### src/rtl/store_buffer_pkg.sv
// rtl/store_buffer_pkg.sv - shared memory-access encodings for load and store paths
package store_buffer_pkg;

    localparam logic [2:0] MEMW_SB = 3'b001;
    localparam logic [2:0] MEMW_SH = 3'b010;
    localparam logic [2:0] MEMW_SW = 3'b011;

    localparam logic [3:0] WEN_NONE = 4'b0000;
    localparam logic [3:0] WEN_ALL  = 4'b1111;

    // Load encodings used by the MEM-stage extractor; kept here so both sides agree.
    typedef enum logic [2:0] {
        MEMR_NONE = 3'b000,
        MEMR_LB   = 3'b001,
        MEMR_LBU  = 3'b010,
        MEMR_LH   = 3'b011,
        MEMR_LHU  = 3'b100,
        MEMR_LW   = 3'b101
    } memr_e;

endpackage

### src/rtl/store_fmt.sv
// rtl/store_fmt.sv - combinational store lane formatter and alignment check
module store_fmt
    import store_buffer_pkg::*;
(
    input  logic [2:0]  memW,
    input  logic [1:0]  addr,
    input  logic [31:0] data,
    output logic        is_store,
    output logic [3:0]  wen,
    output logic [31:0] wdata,
    output logic        misalign
);

    always_comb begin
        is_store = 1'b0;
        wen      = WEN_NONE;
        wdata    = 32'h0;
        misalign = 1'b0;
        case (memW)
            MEMW_SB: begin
                is_store = 1'b1;
                wen      = 4'b0001 << addr;
                wdata    = {4{data[7:0]}};
            end
            MEMW_SH: begin
                is_store = 1'b1;
                wen      = addr[1] ? 4'b1100 : 4'b0011;
                wdata    = {2{data[15:0]}};
                misalign = addr[0];
            end
            MEMW_SW: begin
                is_store = 1'b1;
                wen      = WEN_ALL;
                wdata    = data;
                misalign = (addr != 2'b00);
            end
            default: ;
        endcase
    end

endmodule

### src/rtl/store_buffer.sv
// rtl/store_buffer.sv - in-order store queue draining to the data SRAM port
module store_buffer
    import store_buffer_pkg::*;
#(
    parameter int DEPTH = 2
) (
    input  logic        clk,
    input  logic        reset,
    input  logic        st_valid,
    output logic        st_ready,
    input  logic [2:0]  memW,
    input  logic [31:0] st_addr,
    input  logic [31:0] st_data,
    output logic        st_misalign,
    output logic        data_sram_en,
    output logic [3:0]  data_sram_wen,
    output logic [31:0] data_sram_addr,
    output logic [31:0] data_sram_wdata,
    input  logic        data_sram_addr_ok,
    input  logic [31:0] ld_addr,
    output logic        ld_hit,
    output logic        sb_empty
);

    localparam int PTR_W = (DEPTH > 1) ? $clog2(DEPTH) : 1;
    localparam logic [PTR_W:0] FULL_CNT = (PTR_W + 1)'(DEPTH);

    logic [29:0]      entry_addr  [DEPTH];
    logic [3:0]       entry_wen   [DEPTH];
    logic [31:0]      entry_wdata [DEPTH];
    logic [DEPTH-1:0] entry_valid;

    logic [PTR_W-1:0] head;
    logic [PTR_W-1:0] tail;
    logic [PTR_W:0]   count;

    logic        fmt_is_store;
    logic [3:0]  fmt_wen;
    logic [31:0] fmt_wdata;
    logic        fmt_misalign;
    logic        full;
    logic        empty;
    logic        push;
    logic        pop;
    logic        unused_ld_lo;

    store_fmt u_fmt (
        .memW     (memW),
        .addr     (st_addr[1:0]),
        .data     (st_data),
        .is_store (fmt_is_store),
        .wen      (fmt_wen),
        .wdata    (fmt_wdata),
        .misalign (fmt_misalign)
    );

    assign full        = (count == FULL_CNT);
    assign empty       = (count == '0);
    assign st_ready    = !full;
    assign sb_empty    = empty;
    assign st_misalign = st_valid & fmt_misalign;

    // Misaligned requests are consumed by the handshake but never stored.
    assign push = st_valid & st_ready & fmt_is_store & !fmt_misalign;
    assign pop  = data_sram_en & data_sram_addr_ok;

    assign data_sram_en    = !empty;
    assign data_sram_wen   = empty ? WEN_NONE : entry_wen[head];
    assign data_sram_addr  = empty ? 32'h0 : {entry_addr[head], 2'b00};
    assign data_sram_wdata = empty ? 32'h0 : entry_wdata[head];

    // Only already-queued entries are compared; the incoming request is not forwarded.
    always_comb begin
        ld_hit = 1'b0;
        for (int i = 0; i < DEPTH; i++) begin
            if (entry_valid[i] && (entry_addr[i] == ld_addr[31:2])) begin
                ld_hit = 1'b1;
            end
        end
    end

    assign unused_ld_lo = ^ld_addr[1:0];

    always_ff @(posedge clk or posedge reset) begin
        if (reset) begin
            head        <= '0;
            tail        <= '0;
            count       <= '0;
            entry_valid <= '0;
            for (int i = 0; i < DEPTH; i++) begin
                entry_addr[i]  <= '0;
                entry_wen[i]   <= '0;
                entry_wdata[i] <= '0;
            end
        end else begin
            if (push) begin
                entry_addr[tail]  <= st_addr[31:2];
                entry_wen[tail]   <= fmt_wen;
                entry_wdata[tail] <= fmt_wdata;
                entry_valid[tail] <= 1'b1;
                tail              <= tail + 1'b1;
            end
            if (pop) begin
                entry_valid[head] <= 1'b0;
                head              <= head + 1'b1;
            end
            if (push && !pop) begin
                count <= count + 1'b1;
            end else if (pop && !push) begin
                count <= count - 1'b1;
            end
        end
    end

endmodule

### config.mk
export PLATFORM = sky130hd
export DESIGN_NAME = store_buffer
export DESIGN_NICKNAME = d
export VERILOG_FILES = /design/src/rtl/store_buffer_pkg.sv /design/src/rtl/store_fmt.sv /design/src/rtl/store_buffer.sv
export SDC_FILE = /design/constraint.sdc
export NUM_CORES = 1
export LEC_CHECK = 0
export CORE_MARGIN = 10
export CORE_UTILIZATION = 46
export CTS_CLUSTER_SIZE = 16
export DETAILED_ROUTE_END_ITERATION = 12
export GPL_TIMING_DRIVEN = 0
export HOLD_SLACK_MARGIN = 0.08
export PLACE_DENSITY = 0.75
export SYNTH_ARGS = -nofsm -noshare
export SYNTH_HDL_FRONTEND = slang
export SYNTH_SLANG_ARGS = --single-unit
export TNS_END_PERCENT = 5
### constraint.sdc
create_clock -name clk -period 4.4 [get_ports clk]
set_input_delay 0.66 -clock clk [delete_from_list [all_inputs] [get_ports clk]]
set_output_delay 0.66 -clock clk [all_outputs]
set_load 0.1 [all_outputs]
# [Word level (Yosys, flattened, before mapping)]
# Cells that the tools add are included.
[op_classes] n_addsub=4 order_cmp=7 n_eq_ne=6 shifts=1 muxes=36 n_bitwise=10 reduce_logical=16
[op_table] cell="$mux 32" count=6
[op_table] cell="$mux 30" count=4
[op_table] cell="$pmux 32 s3" count=1
[op_table] cell="$bwmux 64" count=1
[op_table] cell="$bwmux 60" count=1
[op_table] cell="$eq 30x30->1" count=2
[op_table] cell="$demux 32 s1" count=1
[op_table] cell="$demux 30 s1" count=1
[op_table] cell="$mux 4" count=6
[op_table] cell="$pmux 4 s3" count=1
[op_table] cell="$bwmux 8" count=1
[op_table] cell="$mux 2" count=4
[op_table] cell="$logic_and 1x1->1" count=7
[op_table] cell="$eq 3x2->1 const B" count=2
[op_table] cell="$and 1x1->1" count=5
[op_table] cell="$logic_not 1->1" count=5
[op_table] cell="$mux 1" count=5
[op_table] cell="$demux 4 s1" count=1
[op_table] cell="$ge 2x2->1 const B" count=2
[op_table] cell="$lt 1x2->1 const B" count=2
[op_table] cell="$not 1->2" count=2
[op_table] cell="$reduce_bool 2->1" count=2
[op_table] cell="$shl 1x2->4 const A" count=1
[op_table] cell="$eq 3x1->1 const B" count=1
[op_table] cell="other kinds (13)" count=16
[word_totals] register_bits=138 input_bits=103 out_inout_bits=73 word_cells=90

# [Logic depth before layout (Yosys ltp)]
[logic_depth] ltp_word=9 ltp_mapped=8 ltp_nobuf=7

# [Modules after synthesis]
# Synthesis repeated with hierarchy kept, for this count alone.
[unflattened] hier_cells=627 area_unflattened_um2=7527.2
[modules_own_cells] module="store_buffer" instances=1 cells_each=536 area_per_inst_um2=6962.9 seq_area_each_um2=3453.3
[modules_own_cells] module="store_fmt" instances=1 cells_each=91 area_per_inst_um2=564.3 seq_area_each_um2=0.0

# [Worst setup path before layout]
# OpenSTA, ideal clock, no wires.
[synth_path] path_kind="input to output" from="in memW[1]" to="out st_misalign" arrival_ns=3.145 required_ns=3.740 setup_slack_ns=0.595 path_stages=3 path_buffers=1 cell_sequence="buf_2 nand2b_1 nor3b_1"
[synth_via] elab_chain_len=3 elab_cells_between_ends=4 cone_classes="eq/ne: 2; mux: 1; bitwise: 1"
[synth_lines] element="start: declaration" line="store_buffer.sv:11" text="input logic [2:0] memW,"
[synth_lines] element="$eq 3x2->1" line="store_fmt.sv:19" text="case (memW)"
[synth_lines] element="$pmux 1 s2 *" line="store_fmt.sv:19"
[synth_lines] element="$and 1x1->1 *" line="store_buffer.sv:61" text="assign st_misalign = st_valid & fmt_misalign;"
[synth_lines] element="end: declaration" line="store_buffer.sv:14" text="output logic st_misalign,"
# Every way passes the cells marked *; elsewhere a longest branch is shown, timed or not.

# [Worst setup path after layout]
[layout_path] from="reg count[0]" to="out data_sram_wdata[1]"
[layout_via] elab_chain_len=2
[layout_lines] element="start: declaration" line="store_buffer.sv:35" text="logic [PTR_W:0] count;"
[layout_lines] element="start signal: assignment" line="store_buffer.sv:108" text="count <= count + 1'b1;"
[layout_lines] element="start signal: assignment" line="store_buffer.sv:110" text="count <= count - 1'b1;"
[layout_lines] element="$logic_not 2->1" line="store_buffer.sv:58" text="assign empty = (count == '0);"
[layout_lines] element="$mux 32" line="store_buffer.sv:70" text="assign data_sram_wdata = empty ? 32'h0 : entry_wdata[head];"
[layout_lines] element="end: declaration" line="store_buffer.sv:18" text="output logic [31:0] data_sram_wdata,"
# Every way passes these cells.

==> results.json <==
{
  "status": "finished, final reports clean",
  "syn_area_per_cell_um2": 12.1,
  "synthAdderAreaFrac_pct": 0.165,
  "route.detailed.drc": 0,
  "synth_edf_count": 0,
  "final_common_cell": "clkdlybuf4s50_1",
  "synthesis.area_um2": 7580,
  "firstDrtPassIters": 4,
  "grt_use_total_pct": 20.1,
  "ant_nets": 0,
  "post_cts.resized_instances": 0,
  "dieHeight_um": 148,
  "use_met2_pct": 32.8,
  "busiest_layer": "met2",
  "synth_cell_types": 40,
  "start_kind": "register",
  "nFillCells": 1250,
  "place_inst": 1015,
  "synth_simple_gate_area_share_pct": 7.69,
  "ctsHoldBuffers": 0,
  "area_growth_syn_to_layout_pct": 34.6,
  "synth_ff_type": "dfrtp_1",
  "end_kind": "primary output",
  "critPathKind": "register to primary output",
  "synthArstFlopShare_pct": 100,
  "path_clk_slew_ns": 0.05,
  "cts_tree": "done",
  "fin_nets": 922,
  "drv_cap": 0,
  "path_cells": "or2_2 > inv_1 > clkbuf_1 > buf_1 > nor2_1 > clkdlybuf4s50_1",
  "antenna_found_initial": 1,
  "hold_viol_final": 0,
  "cp.arrival_ns": 3.48,
  "rsz0062_at_grt": "false",
  "fin_cells": 1046,
  "core-area_um2": 16000,
  "cpMaxStageDelayCell": "clkdlybuf4s50_1",
  "ys_ff_latch": 138,
  "startpoint": "count[0]$_DFFE_PP0P_",
  "insertion_delay_ns": 0.42,
  "fin_tns_setup_ns": 0,
  "yosys_warnings": 0,
  "gp_congestion": 0.869,
  "synth_xor_area_share_pct": 7.62,
  "postSynthCellCount": 627,
  "crit_required_ns": 3.74,
  "synth_mux_area_share_pct": 31.8,
  "final_max_slew_viol_count": 0,
  "route.vias.total": 5623,
  "post_cts_buffers": 0,
  "clockBufferDepth": 2,
  "clockRootBuffer": "clkbuf_16",
  "hold_slack_ns": 0.500,
  "crit_family": "buffers and inverters",
  "antennaDiodeCount": 0,
  "use_met3_pct": 6.10,
  "cts_sinks": 138,
  "hold_start": "count[1]$_DFFE_PP0P_",
  "ioPinCount": 176,
  "grt_start_max_net_pins": 103,
  "synth_top_family_by_area": "multiplexers",
  "layout_common_cells": "clkdlybuf4s50_1 (170), dfrtp_1 (138), mux2_2 (117)",
  "crit_buf_inv": 4,
  "initial_core_util_pct": 47.4,
  "grt_pass1_vias": 6149,
  "fmax_mhz": 241,
  "tightest_slew_ns": 1.05,
  "reg2reg_from": "count[0]$_DFFE_PP0P_",
  "ys_seq_area_share_pct": 45.5,
  "h-tree-depth": 4,
  "numCtsBuffers": 17,
  "slowest_delay_ns": 1.00,
  "wl_um": 22100,
  "hold_path.class": "register to register",
  "synth_compound_gate_area_share_pct": 3.88,
  "drive_above_1_share_pct": 24.7,
  "layout_min_cycle_time_ns": 4.14,
  "drtIter0Drc": 280,
  "rows": 46,
  "path_max_fanout": 10,
  "dp_hpwl_um": 16800,
  "grtUsageMet1_pct": 24.9,
  "gr-total-overflow": 0,
  "finClkSkew_ns": 0.00450,
  "die_width_um": 148,
  "drt-vias-per-instance": 5.38,
  "final.period_utilization_pct": 94.2,
  "numPortBuffers": 170,
  "wl_per_cell_um": 21.1,
  "setup_violations": 0,
  "slew_headroom_pct": 29.6,
  "die_area_um2": 22000,
  "grt_pass1_wl_um": 34600
}
[final timing paths]
path                                                   end  slack, ns  cells after the start
min in group asynchronous       entry_addr[56]$_DFFE_PP0P_       0.61                      2
max in group asynchronous         entry_wen[0]$_DFFE_PP0P_       2.99                      3
worst min-delay path                  count[1]$_DFFE_PP0P_       0.50                      1
worst max register to register  entry_addr[49]$_DFFE_PP0P_       2.42                      6
worst min register to register        count[1]$_DFFE_PP0P_       0.50                      1
worst max-delay path                    data_sram_wdata[1]       0.26                      6
[kinds of logic after synthesis]
| logic type | Yosys count |
|---|---|
| AO/OA/AOI/OAI | 37 |
| adder cells (fa/ha/maj) | 1 |
| other | 1 |
| buffers and inverters | 45 |
| flip-flops | 138 |
| AND/OR/NAND/NOR | 127 |
| multiplexers | 212 |
| XOR/XNOR | 66 |
[metrics by stage]
stage	utilization, %	setup slack, ns	instance area, µm²
6_report	63.8	0.255	10200
5_1_grt	63.8	0.0958	10200
4_1_cts	63.8	0.237	10200
3_5_place_dp	59.9	0.333	9590
3_3_place_gp	59.7	-1.67	9560
2_1_floorplan	-	0.0438	7590
[cell usage after synthesis, types with 2 or more instances]
cell type  instances  area share (%)
a21oi_1            6            0.40
a22o_1             8            0.92
a22oi_1           14             1.4
and2_1             8            0.66
buf_1              5            0.25
buf_2             10            0.66
buf_4              3            0.30
buf_6              7             1.0
clkbuf_1          15            0.74
dfrtp_1          138              46
inv_1              4            0.20
mux2_2           117              17
mux2_4            29             5.7
mux2i_1           66             8.7
nand2_1            4            0.20
nand2b_1           2            0.16
nand3_1            2            0.13
nand4_1            7            0.58
nor2_1            82             4.1
nor2b_1            4            0.33
nor3_1             2            0.13
nor4_1            10            0.82
o21ai_0            3            0.20
xnor2_1           18             2.1
xor2_1            48             5.5
[state kept, by name, indices dropped and copies added (netlist names)]
register	count
entry_wdata	64
entry_valid	2
entry_addr	60
entry_wen	8
head	1
tail	1
count	2
[per-layer routing]
layer	up-vias	share of wire, %
met4	2	1.9
met5	-	0.077
met3	34	7.4
li1	2565	-
met2	181	48
met1	2841	42
[final cells by class]
type,instances,area [µm²],area share [%]
repair buffers,171,1730,16.9
plain buffers,40,226,2.22
multi-input cells,445,3890,38.1
inverters,5,23.8,0.233
clock buffers,23,498,4.88
clock inverters,8,115,1.13
flip-flops and latches,138,3450,33.8
well taps,216,270,2.65
Power is not shown: default switching activity piles up to over one toggle a cycle in this logic, so the estimate is an artifact.
